**src/rtl/clock_input_ctrl.sv**
```systemverilog
// Button front end for the BCD time counter: sync, debounce, press pulses,
// run/set toggle and the seconds prescaler. Optional AUTOREPEAT_EN adds held-button repeats.
module clock_input_ctrl #(
    parameter int unsigned DIV_SEC      = 50000000,
    parameter int unsigned DEBOUNCE_CYC = 1000000,
    parameter int unsigned REPEAT_DELAY = 25000000,
    parameter int unsigned REPEAT_CYC   = 10000000
) (
    input  logic       clk,
    input  logic       rst_n,
    input  logic       btn_min_raw,
    input  logic       btn_hour_raw,
    input  logic       btn_start_raw,
    output logic       inc_min,
    output logic       inc_hour,
    output logic       inc_min_auto,
    output logic       start,
    output logic       sec_tick,
    output logic [5:0] sec_count
);
    localparam int unsigned DW = $clog2(DEBOUNCE_CYC);
    localparam int unsigned PW = $clog2(DIV_SEC);
    localparam logic [DW-1:0] DB_LAST = DW'(DEBOUNCE_CYC - 1);
    localparam logic [PW-1:0] PS_LAST = PW'(DIV_SEC - 1);

    // Bit order for the per-button vectors: 0 = minute, 1 = hour, 2 = start.
    logic [2:0]    raw, s1_q, s2_q, db_q, db_d, prev_q, armed_q, armed_d, rise;
    logic [1:0]    valid_q;
    logic [DW-1:0] cnt_q [3];
    logic [DW-1:0] cnt_d [3];
    logic [PW-1:0] presc_q, presc_d;
    logic [5:0]    sec_q, sec_d;
    logic          start_q, tick_q, tick_d, auto_q, auto_d, min_q, hour_q;
    logic [1:0]    rep_pulse;

    assign raw = {btn_start_raw, btn_hour_raw, btn_min_raw};

    always_comb begin
        for (int unsigned i = 0; i < 3; i++) begin
            db_d[i]  = db_q[i];
            cnt_d[i] = '0;
            if (s2_q[i] != db_q[i]) begin
                if (cnt_q[i] == DB_LAST) db_d[i] = s2_q[i];
                else                     cnt_d[i] = cnt_q[i] + DW'(1);
            end
            // A button only arms once it has been seen released after reset,
            // so a press held through reset never produces a pulse.
            armed_d[i] = armed_q[i] | (valid_q[1] & ~s2_q[i] & ~db_q[i]);
        end
    end

    assign rise = db_q & ~prev_q & armed_q;

    always_comb begin
        presc_d = presc_q;
        sec_d   = sec_q;
        tick_d  = 1'b0;
        auto_d  = 1'b0;
        if (!start_q || rise[2]) begin
            presc_d = '0;
            sec_d   = '0;
        end else if (presc_q == PS_LAST) begin
            presc_d = '0;
            tick_d  = 1'b1;
            if (sec_q == 6'd59) begin
                sec_d  = '0;
                auto_d = 1'b1;
            end else begin
                sec_d = sec_q + 6'd1;
            end
        end else begin
            presc_d = presc_q + PW'(1);
        end
    end

`ifdef AUTOREPEAT_EN
    localparam int unsigned RMAX = (REPEAT_DELAY > REPEAT_CYC) ? REPEAT_DELAY : REPEAT_CYC;
    localparam int unsigned RW   = $clog2(RMAX + 1);
    localparam logic [RW-1:0] RD = RW'(REPEAT_DELAY);
    localparam logic [RW-1:0] RC = RW'(REPEAT_CYC);

    logic [RW-1:0] rep_q [2];
    logic [RW-1:0] rep_d [2];
    logic [1:0]    first_q, first_d;

    // rep_q counts cycles since the last pulse; zero means idle.
    always_comb begin
        for (int unsigned i = 0; i < 2; i++) begin
            rep_d[i]     = rep_q[i];
            first_d[i]   = first_q[i];
            rep_pulse[i] = 1'b0;
            if (!db_q[i] || start_q) begin
                rep_d[i]   = '0;
                first_d[i] = 1'b0;
            end else if (rise[i]) begin
                rep_d[i]   = RW'(1);
                first_d[i] = 1'b1;
            end else if (rep_q[i] != '0) begin
                if (rep_q[i] == (first_q[i] ? RD : RC)) begin
                    rep_pulse[i] = 1'b1;
                    rep_d[i]     = RW'(1);
                    first_d[i]   = 1'b0;
                end else begin
                    rep_d[i] = rep_q[i] + RW'(1);
                end
            end
        end
    end

    always_ff @(posedge clk or negedge rst_n) begin
        if (!rst_n) begin
            rep_q   <= '{default: '0};
            first_q <= '0;
        end else begin
            rep_q   <= rep_d;
            first_q <= first_d;
        end
    end
`else
    logic unused_rep;
    assign unused_rep = (REPEAT_DELAY != REPEAT_CYC);
    assign rep_pulse  = '0;
`endif

    always_ff @(posedge clk or negedge rst_n) begin
        if (!rst_n) begin
            s1_q    <= '0;
            s2_q    <= '0;
            db_q    <= '0;
            prev_q  <= '0;
            armed_q <= '0;
            valid_q <= '0;
            cnt_q   <= '{default: '0};
            presc_q <= '0;
            sec_q   <= '0;
            start_q <= 1'b0;
            tick_q  <= 1'b0;
            auto_q  <= 1'b0;
            min_q   <= 1'b0;
            hour_q  <= 1'b0;
        end else begin
            s1_q    <= raw;
            s2_q    <= s1_q;
            db_q    <= db_d;
            prev_q  <= db_q;
            armed_q <= armed_d;
            valid_q <= {valid_q[0], 1'b1};
            cnt_q   <= cnt_d;
            presc_q <= presc_d;
            sec_q   <= sec_d;
            start_q <= start_q ^ rise[2];
            tick_q  <= tick_d;
            auto_q  <= auto_d;
            min_q   <= (rise[0] & ~start_q) | rep_pulse[0];
            hour_q  <= (rise[1] & ~start_q) | rep_pulse[1];
        end
    end

    assign inc_min      = min_q;
    assign inc_hour     = hour_q;
    assign inc_min_auto = auto_q;
    assign start        = start_q;
    assign sec_tick     = tick_q;
    assign sec_count    = sec_q;
endmodule

```
**config.mk**
```make
export PLATFORM = sky130hd
export DESIGN_NAME = clock_input_ctrl
export DESIGN_NICKNAME = d
export VERILOG_FILES = /design/src/rtl/clock_input_ctrl.sv
export SDC_FILE = /design/constraint.sdc
export NUM_CORES = 1
export LEC_CHECK = 0
export CAP_MARGIN = 10
export CORE_MARGIN = 2
export CORE_UTILIZATION = 35
export DETAILED_ROUTE_END_ITERATION = 10
export REMOVE_ABC_BUFFERS = 1
export SLEW_MARGIN = 20
export SYNTH_ARGS = -nofsm -noshare
export SYNTH_HDL_FRONTEND = slang
export SYNTH_SLANG_ARGS = --single-unit
```
**constraint.sdc**
```tcl
create_clock -name clk -period 2.8 [get_ports clk]
set_input_delay 0.56 -clock clk [delete_from_list [all_inputs] [get_ports clk]]
set_output_delay 0.56 -clock clk [all_outputs]
set_load 0.02 [all_outputs]
```
# Word level (Yosys, flattened, before mapping)
# Index checks and enable logic that the tools add are counted.
dict set report totals {
  register_bits 114
  latch_bits 0
  mem_bits_rw 0
  romBits 0
  input_bits 5
  output_inout_bits 11
  word_cells 75
  n_memories 0
}
dict set report op_classes {
  add_sub_neg 5
  multipliers 0
  div 0
  magnitude_cmp 0
  eq_ne 8
  shifts 0
  mux 16
  bitwise 22
  reduce_logical 6
}
# op n
set op_table {}
lappend op_table {{$mux 20} 6}
lappend op_table {{$add 20x1->20 const B} 3}
lappend op_table {{$eq 20x20->1 const B} 3}
lappend op_table {{$mux 26} 2}
lappend op_table {{$add 26x1->26 const B} 1}
lappend op_table {{$eq 26x26->1 const B} 1}
lappend op_table {{$mux 6} 3}
lappend op_table {{$and 1x1->1} 8}
lappend op_table {{$not 1->1} 7}
lappend op_table {{$add 6x1->6 const B} 1}
lappend op_table {{$and 3x3->3} 2}
lappend op_table {{$eq 6x6->1 const B} 1}
lappend op_table {{$reduce_and 2->1} 3}
lappend op_table {{$mux 1} 5}
lappend op_table {{$ne 1x1->1} 3}
lappend op_table {{$not 3->3} 1}
lappend op_table {{$or 1x1->1} 3}
lappend op_table {{$reduce_bool 2->1} 1}
lappend op_table {{$logic_not 1->1} 1}
lappend op_table {{$logic_or 1x1->1} 1}
lappend op_table {{$xor 1x1->1} 1}

# Longest topological paths before layout
dict set report logic_depth {
  ltp_word 5
  ltp_mapped 6
  mapped_depth_nobuf 5
}

# Worst setup path after synthesis
# Ideal clock, no wire load.
dict set report synth_path {
  kind {register to register}
  start {register cnt_q[55] (netlist name)}
  end {register cnt_q[51] (netlist name)}
  setup_ps 119
  arrival_time_ps 1868
  required_time_ps 2681
  path_slack_ps 813
  path_stages_with_launch 6
  n_path_buf 1
  synth_period_minus_slack_ps 1987
  cell_sequence {dfrtp_1 or4b_1 or4_4 o21ai_4 buf_6 nor2_1}
}
# item line
set synth_rtl {}
lappend synth_rtl {{start: declaration} 29} ;# logic [DW-1:0] cnt_q [3];
lappend synth_rtl {{start signal: assignment} 148} ;# cnt_q <= cnt_d;

==> reports/metrics.cfg <==
[outcome]
status=finished clean

[clocking]
clockBufferDepth=2
post_cts_buffers=0
clk_pin_slew_worst_paths_ps=50
hold_buffers=0
ctsResizeCount=0
insertion_delay_ps=410
cts_tree=built
cts_root_buf=clkbuf_16
cts-htree-levels=4
cts.sinks=114
cts_buffers=17

[timing]
rsz0062_at_grt=no
clock_skew_ps=8.712
min_period_over_period=0.7844
setup_viol=0
fin_crit_ps=2196
max_freq_mhz=455.3
whs_ps=211.5
hold_viol=0
max_slew_margin=0.5974
fin_tns_setup_ps=0
tightest_slew_ps=603.9
worst_slack_ps=603.6
report.final.slew_viol_count=0

[job]
maxCapViolations=0

[finish]
drive_gt1_frac=0.09375
fill_cells=1399
areaGrowthSynthToFinish_pct=17.32
multi_input_area_um2=2471
regArea_um2=2853
fin_util=0.4214
diodes=0
nNetsFinal=575

[floorplanning]
floorplan.die_area_um2=16620
ioPinCount=16
die_y_um=128.9
rows=45
fp.coreArea_um2=15200
die_w_um=128.9
initial_core_util=0.3592

[worst_setup_path]
crit_path_cell_trace=ha_1, nand2_1, or4_1, or4_1, a21oi_1
cp_slowest_cell=or4_1
cp_data_required_time_ps=3130
worstSetupPathType=reg -> reg
cpPeakStageDelay_ps=650
start_kind=flip-flop
reg2reg_slack_ps=600
worstSetupEndpointType=flip-flop
crit_top_cell=or4_1
worstPathMaxFanout=8
cp_data_arrival_time_ps=2530

[global_routing]
grt_use_total=0.1401
overflow=0
grt_pass1_wl_um=18750
grt_pass1_vias=4035
grt_max_degree=115
antenna_found_initial=0

[drt]
dr.pass1.iters=4
post-route-drc-count=0
vias_per_cell=5.349
topRoutingLayerUsed=met4
vias=4087
wl_met1_um=5105
wire_per_inst_um=14.02
routed-wl-met3_um=403
final_antenna_net_count=0
dr.first_iter.drc_count=308
wl_um=10710
wl_met2_um=5078

[synthesis]
ys_top_cells_by_area=dfrtp_1, nor2_1, xnor2_1
yosys_register_bits=114
synth_top_area_share=0.5225
yosys_warnings=0
async_flop_share=1.000
synth.avg_cell_area_um2=10.06
synth_area_leader_cell=dfrtp_1
yosysMostFrequentCell=dfrtp_1
synthFlopType=dfrtp_1
yosys-top-cells-count=dfrtp_1, nor2_1, nand2_1
syn_area_um2=5460
synth_edf_count=0
yosysSeqAreaShare=0.5225
syn-instance-count=543
synth_cell_type_count=50

[pwr]
powerDensity_nw_per_um2=616.5
peakVddDrop_mv=0.3895
power.total_mw=3.949
leakagePower_nw=2.490

[min_path]
hp-class=in -> async

[place]
port_buffers=15
dp_hpwl_um=6981
pre_cts_ws_ps=636.5
gp_congestion=0.8152

flip-flops by register name, indices dropped and copies added (netlist names):
register and flops:
inc_min_auto 1, presc_q 26, sec_count 6, start 1
valid_q 2, armed_q 3, cnt_q 60, s2_q 3
inc_min 1, prev_q 3, inc_hour 1, sec_tick 1
db_q 3, s1_q 3
cells in the final DEF (no fill, tap or decap), types with 3 or more instances in the layout:
cell type        synthesis  layout
a21oi_1                 34      34
nor4_1                   6       6
nand4_1                 17      17
xnor2_1                 25      25
o31ai_1                 14      13
bufinv_16                0       3
and4_1                   9       9
or4_4                    4       4
clkinvlp_4               0       7
o21ai_0                 18      18
clkdlybuf4s50_1          0      14
buf_4                    0       3
dfrtp_1                114     114
nand2b_1                 4       4
and2_1                   6       6
or4_1                   17      17
inv_1                   16      16
nand3_1                 32      32
nor3_1                  16      16
xor2_1                  23      23
nand2_1                 36      36
nand4b_1                 3       3
or3_1                   17      17
and3_1                   9       9
ha_1                     7       7
a21o_1                   3       3
nor2_1                  61      61
mux2_2                   3       3
nand3b_1                 4       4
clkbuf_16                0      17
logic make-up after synthesis:
| group | count (synthesis) | synth area share |
|---|---|---|
| simple gates | 254 | 0.2571 |
| flops | 114 | 0.5225 |
| compound gates | 82 | 0.09281 |
| xor+xnor | 48 | 0.07699 |
| buf+inv | 33 | 0.02589 |
| fa+ha+maj | 7 | 0.01604 |
| mux | 4 | 0.008020 |
| other cells | 1 | 0.0006868 |
report_power, final:
| part | internal, mW | total (mW) | switching, mW |
|---|---|---|---|
| Clock | 1.42 | 2.19 | 0.769 |
| Combinational | 0.0222 | 0.0794 | 0.0573 |
| Sequential | 1.67 | 1.68 | 0.0185 |
worst max-delay path: cells and delay by family, from the launching register on:
family	cells	cell delay, ps
AOI/OAI and AO/OA	1	160
DFF	1	420
and+or+nand+nor	3	1280
adders and majority gates	1	250
metrics by stage:
stage	std cells	area, um^2
after floorplan	526	5379
after global placement	732	5802
after detailed placement	732	5802
after CTS	764	6406
after global routing	764	6406
final	764	6406
per-layer routing:
metal | vias up | track usage
met1 | 2011 | 0.1846
met2 | 77 | 0.2194
met4 | 0 | 0.05499
li1 | 1988 | -
met3 | 11 | 0.03992
met5 | - | 0
final timing paths:
kind,start,to,cells after the start
worst min-delay path,rst_n,cnt_q[49]$_DFF_PN0_,2
min in group clk,s1_q[0]$_DFF_PN0_,s2_q[0]$_DFF_PN0_,0
worst max-delay path,cnt_q[40]$_DFF_PN0_,cnt_q[58]$_DFF_PN0_,5
worst min register to register,s1_q[0]$_DFF_PN0_,s2_q[0]$_DFF_PN0_,0
max in group asynchronous,rst_n,presc_q[13]$_DFF_PN0_,2
worst max register to register,cnt_q[40]$_DFF_PN0_,cnt_q[58]$_DFF_PN0_,5
cell type report:
type,instances,area share
sequential,114,0.4453
multi-input combinational,396,0.3857
clock buffer,19,0.06914
tap,188,0.03672
timing repair buffer,18,0.02852
clock inverter,13,0.02520
inverter,16,0.009375
(Power assumes the default switching activity.)
